==> config.mk <==
export PLATFORM = sky130hd
export DESIGN_NAME = ram_stream_loader
export DESIGN_NICKNAME = d
export VERILOG_FILES = /design/src/rtl/ram_stream_loader.sv
export SDC_FILE = /design/constraint.sdc
export NUM_CORES = 1
export LEC_CHECK = 0
export BUFFER_PORTS_ARGS = -buffer_cell sky130_fd_sc_hd__buf_2
export CAP_MARGIN = 20
export CORE_ASPECT_RATIO = 0.7
export CORE_UTILIZATION = 28
export DETAILED_ROUTE_END_ITERATION = 8
export GPL_TIMING_DRIVEN = 1
export SLEW_MARGIN = 30
export SYNTH_ARGS = -nofsm -noshare
export SYNTH_HDL_FRONTEND = slang
export SYNTH_SLANG_ARGS = --single-unit
==> constraint.sdc <==
create_clock -name clk -period 7.8 [get_ports clk]
set_input_delay 0.78 -clock clk [delete_from_list [all_inputs] [get_ports clk]]
set_output_delay 0.78 -clock clk [all_outputs]
set_load 0.1 [all_outputs]
==> src/rtl/ram_stream_loader.sv <==
// Byte-stream boot loader: assembles big-endian words and writes them sequentially into the Hack RAM.
// Optional checksum trailer enabled by defining RAM_STREAM_LOADER_CHECKSUM_EN.
module ram_stream_loader #(
  parameter logic [15:0] BASE_ADDR = 16'h0000,
  parameter int unsigned MAX_WORDS = 2048
) (
  input  logic        clk,
  input  logic        reset,
  input  logic [7:0]  rx_data,
  input  logic        rx_valid,
  output logic        rx_ready,
  output logic [15:0] ram_address,
  output logic [15:0] ram_in,
  output logic        ram_load,
  output logic        busy,
  output logic        done,
  output logic        error,
  output logic [15:0] words_loaded
);

  localparam logic [16:0] MAX_W = 17'(MAX_WORDS);

  typedef enum logic [2:0] {
    S_LEN_HI, S_LEN_LO, S_DATA_HI, S_DATA_LO, S_WRITE, S_CSUM_HI, S_CSUM_LO, S_DONE
  } state_t;

  state_t      state_q, state_d;
  logic [15:0] len_q, len_d;
  logic [15:0] idx_q, idx_d;
  logic [15:0] word_q, word_d;
  logic [15:0] addr_q, addr_d;
  logic [15:0] din_q, din_d;
  logic        busy_q, busy_d;
  logic        err_q, err_d;
  logic [15:0] wl_q, wl_d;
`ifdef RAM_STREAM_LOADER_CHECKSUM_EN
  logic [15:0] sum_q, sum_d;
`endif

  logic        accept;
  logic        writable;
  logic [15:0] idx_inc;
  logic [15:0] rx_word;

  always_comb begin
    rx_ready = (state_q != S_WRITE) && (state_q != S_DONE);
  end

  assign accept   = rx_valid & rx_ready;
  assign writable = {1'b0, idx_q} < MAX_W;
  assign idx_inc  = idx_q + 16'd1;
  // Word completed by the byte on the bus, used in the *_LO states.
  assign rx_word  = {word_q[15:8], rx_data};

  always_comb begin
    state_d = state_q;
    len_d   = len_q;
    idx_d   = idx_q;
    word_d  = word_q;
    addr_d  = addr_q;
    din_d   = din_q;
    busy_d  = busy_q;
    err_d   = err_q;
    wl_d    = wl_q;
`ifdef RAM_STREAM_LOADER_CHECKSUM_EN
    sum_d   = sum_q;
`endif
    case (state_q)
      S_LEN_HI: if (accept) begin
        len_d[15:8] = rx_data;
        busy_d      = 1'b1;
        err_d       = 1'b0;
        wl_d        = 16'd0;
        idx_d       = 16'd0;
`ifdef RAM_STREAM_LOADER_CHECKSUM_EN
        sum_d       = 16'd0;
`endif
        state_d     = S_LEN_LO;
      end
      S_LEN_LO: if (accept) begin
        len_d[7:0] = rx_data;
        if ({len_q[15:8], rx_data} == 16'd0) begin
`ifdef RAM_STREAM_LOADER_CHECKSUM_EN
          state_d = S_CSUM_HI;
`else
          busy_d  = 1'b0;
          state_d = S_DONE;
`endif
        end else begin
          state_d = S_DATA_HI;
        end
      end
      S_DATA_HI: if (accept) begin
        word_d[15:8] = rx_data;
        state_d      = S_DATA_LO;
      end
      S_DATA_LO: if (accept) begin
        word_d[7:0] = rx_data;
`ifdef RAM_STREAM_LOADER_CHECKSUM_EN
        sum_d       = sum_q + rx_word;
`endif
        // Address/data are staged here so they are stable for the whole WRITE cycle.
        if (writable) begin
          addr_d = BASE_ADDR + idx_q;
          din_d  = rx_word;
        end
        state_d = S_WRITE;
      end
      S_WRITE: begin
        if (writable) wl_d = idx_inc;
        else          err_d = 1'b1;
        idx_d = idx_inc;
        if (idx_inc == len_q) begin
`ifdef RAM_STREAM_LOADER_CHECKSUM_EN
          state_d = S_CSUM_HI;
`else
          busy_d  = 1'b0;
          state_d = S_DONE;
`endif
        end else begin
          state_d = S_DATA_HI;
        end
      end
`ifdef RAM_STREAM_LOADER_CHECKSUM_EN
      S_CSUM_HI: if (accept) begin
        word_d[15:8] = rx_data;
        state_d      = S_CSUM_LO;
      end
      S_CSUM_LO: if (accept) begin
        word_d[7:0] = rx_data;
        if (rx_word != sum_q) err_d = 1'b1;
        busy_d  = 1'b0;
        state_d = S_DONE;
      end
`endif
      S_DONE:  state_d = S_LEN_HI;
      default: state_d = S_LEN_HI;
    endcase
  end

  always_ff @(posedge clk or posedge reset) begin
    if (reset) begin
      state_q <= S_LEN_HI;
      len_q   <= 16'd0;
      idx_q   <= 16'd0;
      word_q  <= 16'd0;
      addr_q  <= 16'd0;
      din_q   <= 16'd0;
      busy_q  <= 1'b0;
      err_q   <= 1'b0;
      wl_q    <= 16'd0;
`ifdef RAM_STREAM_LOADER_CHECKSUM_EN
      sum_q   <= 16'd0;
`endif
    end else begin
      state_q <= state_d;
      len_q   <= len_d;
      idx_q   <= idx_d;
      word_q  <= word_d;
      addr_q  <= addr_d;
      din_q   <= din_d;
      busy_q  <= busy_d;
      err_q   <= err_d;
      wl_q    <= wl_d;
`ifdef RAM_STREAM_LOADER_CHECKSUM_EN
      sum_q   <= sum_d;
`endif
    end
  end

  assign ram_load     = (state_q == S_WRITE) && writable;
  assign done         = (state_q == S_DONE);
  assign ram_address  = addr_q;
  assign ram_in       = din_q;
  assign busy         = busy_q;
  assign error        = err_q;
  assign words_loaded = wl_q;

endmodule

==> results.ini <==
[logic_synthesis]
asyncSetResetFlopFracSynth_pct=100.0
synth_top_cell_by_area=dfrtp_1
synth-seq-area-share_pct=51.88
ys_seq_elements=93
yosysTopAreaCellShare_pct=51.88
syn_avg_cell_area_um2=11.24
synthDistinctLibCells=54
yosys-top-cells-area=dfrtp_1 52%, mux2_1 9.0%, mux2_2 4.0%
syn_nets=411
ys_warn_count=0
ys_top_cells_by_count=93 x dfrtp_1, 36 x mux2_1, 35 x nand2_1, 26 x nor2_1, 20 x o21ai_0
netlist_instances=399
yosysMostFrequentCell=dfrtp_1
syn-cell-area_um2=4486
ys.flop_type=dfrtp_1
synth-edff-count=0

[floorplan]
core.rowCount=38
dieWidth_um=153.3
coreArea_um2=15600
dieArea_um2=16540
start_util_pct=28.76
ios=64
die_y_um=107.9

[clock_tree]
cts_setup_buffers=0
cts_tree=done
worstSkewPairLatency_ns=0.35
path_clk_slew_ns=0.07
cts_sinks=93
cts_buffers=9
h-tree-depth=3
cts_resized=0
ctsHoldBuffers=0
clockBufferDepth=2
root_buffer=clkbuf_16

[layout]
nFillCells=1608
antennaDiodeCount=0
nNetsFinal=463
area_delta_synth_final_pct=17.02
fin_util_pct=33.66
layout-drive-gt1-share_pct=25.22

[power_and_ir_drop]
p_leak_nw=2.381
ir_worst_vdd_mv=0.2820
p_per_area_nw_per_um2=389.2

[placement]
globalplace.congestion=0.9181
portBuffers=63
place_ws_ns=4.578
place_hpwl_um=7807

[detailed_routing]
vias=3253
drtAntennaViolNets=0
vias_per_cell=4.959
initialDrtViolationCount=286
finalWirelength_um=10800
drc=0
routedWlPerCell_um=16.46
firstDrtPassIters=4

[global_routing]
overflow=0
antenna_found_initial=0
grt_pass1_vias=3210
grt_max_degree=57
grt_usage_pct=14.27
grt_pass1_wl_um=18020

[timing]
max-slew-margin-rel_pct=38.58
hold_viol=0
tightestPinTransition_ns=0.9208
max_freq_ghz=0.3059
final.setup.tns_ns=0
drv_slew=0
setup_ws_ns=4.531
period_minus_slack_ns=3.269
layout_worst_path_cycle_share_pct=41.92
setup_viol=0
rsz0062_at_grt=no
finClkSkew_ns=0.006200

[min_path]
min_path_type=in2async

[worst_setup_path]
cp.arrival_ns=2.49
required_ns=7.02
crit_fanout=29
setup.worst_path.end_class=output port
startpoint_type=flop
crit_type=reg2out

[flow_run]
maxCapViolations=0

[outcome]
outcome=completed

## flip-flops by register name (all words and copies together) (netlist names)
name	cells
words_loaded	16
ram_address	16
error	1
idx_q	16
word_q	8
busy	1
ram_in	16
len_q	16
state_q	3
## kinds of logic after synthesis
group | Yosys count | synth area share (%)
adders and majority gates | 1 | 0.2789
AOI/OAI and AO/OA | 65 | 9.428
muxes | 52 | 13.05
xor gates and xnor gates | 29 | 5.997
and+or+nand+nor | 128 | 15.93
buffers and inverters | 31 | 3.431
DFF | 93 | 51.88
## worst paths after layout
path	start	to	slack (ns)	cells past startpoint
worst max-delay path	state_q[0]	ram_load	4.53	4
worst min-delay path	reset	ram_address[2]	0.45	2
worst max register to register	idx_q[0]	busy	5.12	7
worst min register to register	words_loaded[12]	words_loaded[12]	0.48	1
max in group asynchronous	reset	ram_address[11]	6.26	3
min in group clk	words_loaded[12]	words_loaded[12]	0.48	1
## report_power, final
part           internal [mW]  leakage [nW]  switching, mW
registers              0.616          1.20          0.117
logic                  0.228          1.04          0.659
clock network          0.235         0.135          0.189
## layout make-up
class	instances	area (um^2)	share of cell area, %
sequential	93	2327	44.34
multi-input combinational	275	2016	38.40
timing repair buffer	67	345.3	6.579
clock buffer	12	256.5	4.887
tap	200	250.2	4.768
clock inverter	4	32.53	0.6198
inverter	5	21.27	0.4052
## critical path, stage by stage, from the launching register on
cell and delay, ns:
dfrtp_1 0.52, nor2_1 0.32, nand2_2 0.40, nor2_1 0.41
buf_2 0.50
## cell usage in the layout (no fill, tap or decap), types with 2 or more instances in the layout
cell type   instances
a21oi_1             7
a22o_1              4
a31oi_1             2
and2_1              5
and3_1              4
buf_2              63
buf_4               4
clkbuf_16           9
clkbuf_8            2
clkinv_4            2
clkinvlp_4          2
dfrtp_1            93
inv_1               4
mux2_1             36
mux2_2             16
nand2_1            34
nand2b_1            3
nand3_1            12
nand4_1             5
nor2_1             26
nor2b_1             8
nor3_1              5
nor4_1              8
o21ai_0            20
o21ai_1            10
o31ai_1            11
xnor2_1            19
xor2_1              9
## per-layer routing
| metal | share of wire (%) | track usage [%] | vias to the layer above |
|---|---|---|---|
| met5 | 0 | 0 | - |
| met4 | 1.5 | 5.267 | 0 |
| met3 | 7.1 | 4.066 | 14 |
| met2 | 41 | 19.90 | 114 |
| met1 | 50 | 20.62 | 1603 |
| li1 | - | - | 1522 |
## metrics by stage
stage,instance area [um^2],instances,hold slack [ns],total power [mW]
6_report,5249,656,0.4493,2.043
5_1_grt,5249,656,0.4885,2.153
4_1_cts,5246,656,0.4647,2.065
3_5_place_dp,4957,640,0.4692,1.632
3_3_place_gp,4954,640,0.4636,1.613
2_1_floorplan,4486,399,0.4602,1.462
(Power assumes the default switching activity.)
